<file path="src/rtl/imem_loadable.sv">
// Writable instruction memory: loaded over a ready/valid byte stream, read by the
// fetch stage through a registered one-cycle port. Unloaded words read as HALT_WORD.
module imem_loadable #(
  parameter int            AW        = 8,
  parameter int            DW        = 16,
  parameter int            DEPTH     = 256,
  parameter logic [DW-1:0] HALT_WORD = 'h0800
) (
  input  logic          clock,
  input  logic          rst_n,
  input  logic          ld_start,
  input  logic          ld_valid,
  input  logic [7:0]    ld_data,
  input  logic          ld_last,
  output logic          ld_ready,
  output logic          ld_done,
  output logic          ld_err,
  output logic          busy,
  input  logic          fetch_en,
  input  logic [AW-1:0] fetch_addr,
  output logic [DW-1:0] iout,
  output logic          iout_valid
);

  localparam int BPW = DW / 8;
  localparam int CW  = (BPW > 1) ? $clog2(BPW) : 1;
  localparam int PW  = $clog2(DEPTH + 1);
  localparam int IW  = (DEPTH > 1) ? $clog2(DEPTH) : 1;

  typedef enum logic {
    S_IDLE,
    S_LOAD
  } state_e;

  state_e             state_q, state_d;
  logic [DEPTH-1:0]   valid_q, valid_d;
  logic [PW-1:0]      wptr_q, wptr_d;
  logic [CW-1:0]      bcnt_q, bcnt_d;
  logic [DW-1:0]      asm_q, asm_d;
  logic               done_q, done_d;
  logic               err_q, err_d;
  logic [DW-1:0]      iout_q, iout_d;
  logic               iout_valid_q, iout_valid_d;

  logic [DW-1:0]      mem [DEPTH];

  logic               accept;
  logic               full;
  logic               last_byte;
  logic               wr_en;
  logic [DW-1:0]      wr_word;
  logic [IW-1:0]      widx;
  logic [IW-1:0]      fidx;
  logic               in_range;
  logic               fetch_hit;

  assign accept    = (state_q == S_LOAD) && ld_valid;
  assign full      = (wptr_q == PW'(DEPTH));
  assign last_byte = (bcnt_q == CW'(BPW - 1));
  assign widx      = wptr_q[IW-1:0];
  assign fidx      = fetch_addr[IW-1:0];
  // Earlier bytes of the word shift up so the first byte ends in the top lane.
  assign wr_word   = (asm_q << 8) | DW'(ld_data);

  if (DEPTH >= (1 << AW)) begin : g_full_space
    assign in_range = 1'b1;
  end else begin : g_part_space
    assign in_range = (fetch_addr < AW'(DEPTH));
  end

  assign fetch_hit = in_range && valid_q[fidx];

  // NOTE: every always_comb output gets a default first, so no path can infer a latch.
  always_comb begin
    state_d      = state_q;
    valid_d      = valid_q;
    wptr_d       = wptr_q;
    bcnt_d       = bcnt_q;
    asm_d        = asm_q;
    done_d       = 1'b0;
    err_d        = err_q;
    iout_d       = iout_q;
    iout_valid_d = 1'b0;
    wr_en        = 1'b0;

    unique case (state_q)
      S_IDLE: begin
        // The fetch sees pre-clear valid bits even when a load starts this cycle.
        if (fetch_en) begin
          iout_valid_d = 1'b1;
          iout_d       = fetch_hit ? mem[fidx] : HALT_WORD;
        end
        if (ld_start) begin
          state_d = S_LOAD;
          valid_d = '0;
          wptr_d  = '0;
          bcnt_d  = '0;
          err_d   = 1'b0;
        end
      end

      S_LOAD: begin
        if (accept) begin
          if (full) begin
            err_d   = 1'b1;
            state_d = S_IDLE;
          end else if (last_byte) begin
            wr_en         = 1'b1;
            valid_d[widx] = 1'b1;
            wptr_d        = wptr_q + PW'(1);
            bcnt_d        = '0;
            if (ld_last) begin
              done_d  = 1'b1;
              state_d = S_IDLE;
            end
          end else begin
            asm_d  = wr_word;
            bcnt_d = bcnt_q + CW'(1);
            if (ld_last) begin
              err_d   = 1'b1;
              bcnt_d  = '0;
              state_d = S_IDLE;
            end
          end
        end
      end

      default: state_d = S_IDLE;
    endcase
  end

  // NOTE: sequential state uses non-blocking assignments so all registers update together.
  always_ff @(posedge clock or negedge rst_n) begin
    if (!rst_n) begin
      state_q      <= S_IDLE;
      valid_q      <= '0;
      wptr_q       <= '0;
      bcnt_q       <= '0;
      asm_q        <= '0;
      done_q       <= 1'b0;
      err_q        <= 1'b0;
      iout_q       <= HALT_WORD;
      iout_valid_q <= 1'b0;
    end else begin
      state_q      <= state_d;
      valid_q      <= valid_d;
      wptr_q       <= wptr_d;
      bcnt_q       <= bcnt_d;
      asm_q        <= asm_d;
      done_q       <= done_d;
      err_q        <= err_d;
      iout_q       <= iout_d;
      iout_valid_q <= iout_valid_d;
    end
  end

  // NOTE: the array has no reset; the valid bits alone decide what a fetch may return.
  always_ff @(posedge clock) begin
    if (wr_en) begin
      mem[widx] <= wr_word;
    end
  end

  assign ld_ready   = (state_q == S_LOAD);
  assign busy       = (state_q == S_LOAD);
  assign ld_done    = done_q;
  assign ld_err     = err_q;
  assign iout       = iout_q;
  assign iout_valid = iout_valid_q;

endmodule

</file>
<file path="config.mk">
export PLATFORM = sky130hd
export DESIGN_NAME = imem_loadable
export DESIGN_NICKNAME = d
export VERILOG_FILES = /design/src/rtl/imem_loadable.sv
export SDC_FILE = /design/constraint.sdc
export NUM_CORES = 2
export LEC_CHECK = 0
export CAP_MARGIN = 10
export CORE_UTILIZATION = 50
export DETAILED_ROUTE_END_ITERATION = 6
export PLACE_DENSITY = 0.65
export SLEW_MARGIN = 0
export SYNTH_ARGS = -nofsm -noshare
export SYNTH_HDL_FRONTEND = slang
export SYNTH_SLANG_ARGS = --single-unit
</file>
<file path="constraint.sdc">
create_clock -name clock -period 8.3 [get_ports clock]
set_input_delay 2.075 -clock clock [delete_from_list [all_inputs] [get_ports clock]]
set_output_delay 2.075 -clock clock [all_outputs]
set_load 0.01 [all_outputs]
</file>
==> metrics.txt <==
status=finished, violations left; failing checks=max-slew violations; H-tree Lvls=5; Finished Cell Area=~190000 µm²; Post-synth EDFFs=between 4000 and 5000; CP Max Fanout=about 100; routability congestion estimate=0.981; worst setup margin=approximately 2.2 ns; Worst-Margin Slew=1.54 ns; asr flop ratio synth=approximately 6.7%; largest net degree at the start of global routing=roughly 200; CTS Buffer Depth=4; top cell type by total area after synthesis=edfxtp_1; grt met3 use=7.28%; DRC Markers=0; Die H=584 µm; filler cell count=24400; mux share of post-synthesis cell area=between 10% and 20%; num ports=43; Simple-Gate Fraction of Synth Area=1.91%; crit path DAT=around 7.0 ns; Leak=between 60 and 70 nW; area grow syn2layout=12.6%; Routed Antenna Nets=0; DR vias=86200; commonest cells after routing, fill and taps aside=4096 x edfxtp_1, 1110 x mux4_2, 428 x clkbuf_16, 285 x dfrtp_1, 280 x buf_4; Synth Area in Adders=0.0295%; initial antenna violation count=40; drt initial violations=13400; Clk pin slew, worst setup/hold paths=0.06 ns; placed insts=around 12000; Final Setup Violations=0; Cells after Synth=7729; starting density of the core=50.3%; placed cell area=between 150000 and 200000 µm²; Max Cap Viol=0; crit end category=flip-flop; total CTS buffers=426; mapped cell area=169000 µm²; busiest grt layer=met2; WHS=0.482 ns; vias in the first global route=around 84000; post-DP HPWL=296 mm; Worst Setup Start Kind=input pin; fin cells=13000; met1 Use GR=40.3%; Die Span X=584 µm; worst path required time=9.20 ns; drt wl/cell=37.5 µm; Final Cycle Share=73.3%; synthesized net count=7755; num rows=213; dpl ws=1.12 ns; Total Power=a little under 50 mW; Core ar.=337000 µm²; drt via density=roughly 6.6; clk_skew=0.0600 ns; share of layout cells above drive strength 1=between 20% and 30%; input/output buffers=42; hold crit path type=flip-flop to flip-flop; most common library cell in the layout ignoring fill and taps=edfxtp_1; max-slew violation count=55; Netlist cell types=71; Synth area leaders=edfxtp_1 73%, mux4_2 15%, dfrtp_1 4.3%; die area=341000 µm²; Post-Synth XOR/XNOR Area=less than 1%; setup TNS=0 ns; Yosys top cell area share=72.6%; Worst IR Drop VDD=279 µV; Pwr per Cell Area=between 200 and 300 nW/µm²; worst setup path category=input pin to flip-flop; routing usage on met2=42.6%; WL final=487 mm; gr usage total=28.5%; FMAX=164 MHz; Worst-Skew Late Latency=1.01 ns; Final Core Density=a little under three fifths; register area share after synthesis=between 70% and 80%; unrepaired setup endpoints after global routing=no; Syn. warnings=0; GRT Residual Overflow=0; syn_area_per_cell=21.9 µm²; TritonCTS clock tree=done; relative slew slack=-2.58%; main combinational cell family by area after synthesis=multiplexers; Post-synth top flop=edfxtp_1; post-cts resize count=0; postcts setup bufs=0; Hold-fix buffers, CTS=0; post-route minimum period=between 6 and 7 ns; Final #Nets=8094; Synth Area in Compound Gates=3.18%; CTS sink count=roughly 4400; first-pass GRT wire length=675 mm; final hold violations=0; number of synthesized register bits=4390; clock root buffer=clkbuf_16; TritonRoute pass-1 iters=7
==> sequential cells by signal (all words and copies together) (netlist names) <==
register	flops
valid_q	256
mem	4096
iout	16
ld_err	1
busy	1
bcnt_q	1
iout_valid	1
wptr_q	9
asm_q	8
ld_done	1
==> synthesized netlist by cell type (19+ instances only) <==
cell	n
nand3_1	32
buf_4	105
a31oi_1	29
dfrtp_1	293
buf_1	19
o21a_1	233
buf_6	19
nand2_1	189
mux2i_1	184
nor3_1	30
a211oi_1	40
mux2_2	45
a22oi_1	91
o211ai_1	28
a221oi_1	35
o22ai_1	78
clkbuf_1	179
nor2_1	369
a21oi_1	71
edfxtp_1	4096
mux4_2	1110
buf_2	135
o21ai_0	62
==> routing by layer <==
metal / part of all wire, % / vias to the layer above
met3: 12 / 1009
met5: 0.066 / -
li1: - / 33200
met4: 5.0 / 14
met1: 37 / 46300
met2: 45 / 5660
==> power breakdown <==
group / switching (mW) / internal (mW)
Combinational: 3.10 / 0.913
Sequential: 0.539 / 25.8
Clock: 8.44 / 10.9
==> worst max-delay path: stages <==
cell and delay, ns:
buf_16 0.48, buf_12 0.56, mux4_1 0.44, a22oi_1 0.09
a31oi_1 0.61, a21oi_1 0.17, o32ai_1 0.55, clkbuf_4 0.36
nand2_1 0.60, o41ai_1 0.53
==> path summary, 6_finish.rpt <==
kind	start	slack (ns)	to	depth (start not counted)
setup / recovery	fetch_addr[0]	2.21	iout[10]$_DFFE_PN0P_	10
setup reg to reg	wptr_q[0]$_DFFE_PN0P_	3.78	mem[54][13]$_DFFE_PP_	9
hold reg to reg	valid_q[10]$_DFFE_PN0P_	0.48	valid_q[10]$_DFFE_PN0P_	1
max in group asynchronous	rst_n	5.79	valid_q[128]$_DFFE_PN0P_	2
hold / removal	valid_q[10]$_DFFE_PN0P_	0.48	valid_q[10]$_DFFE_PN0P_	1
min in group asynchronous	rst_n	1.07	valid_q[8]$_DFFE_PN0P_	1
==> layout make-up <==
cell class | count | area (µm²) | share of cell area [%]
inverters | 9 | 43.8 | 0.0230
repair buffers | 372 | 3550 | 1.86
clock buffers | 538 | 11300 | 5.94
flip-flops and latches | 4390 | 130000 | 68.4
diodes | 20 | 50.0 | 0.0262
clock inverters | 263 | 2560 | 1.34
multi-input cells | 2869 | 37200 | 19.5
well taps | 4515 | 5650 | 2.96
==> cell families after synthesis <==
family | Yosys count
xor+xnor | 7
mux | 1356
compound gates | 756
fa+ha+maj | 4
flops | 4390
simple gates | 746
buf+inv | 470
(Power assumes the default switching activity.)
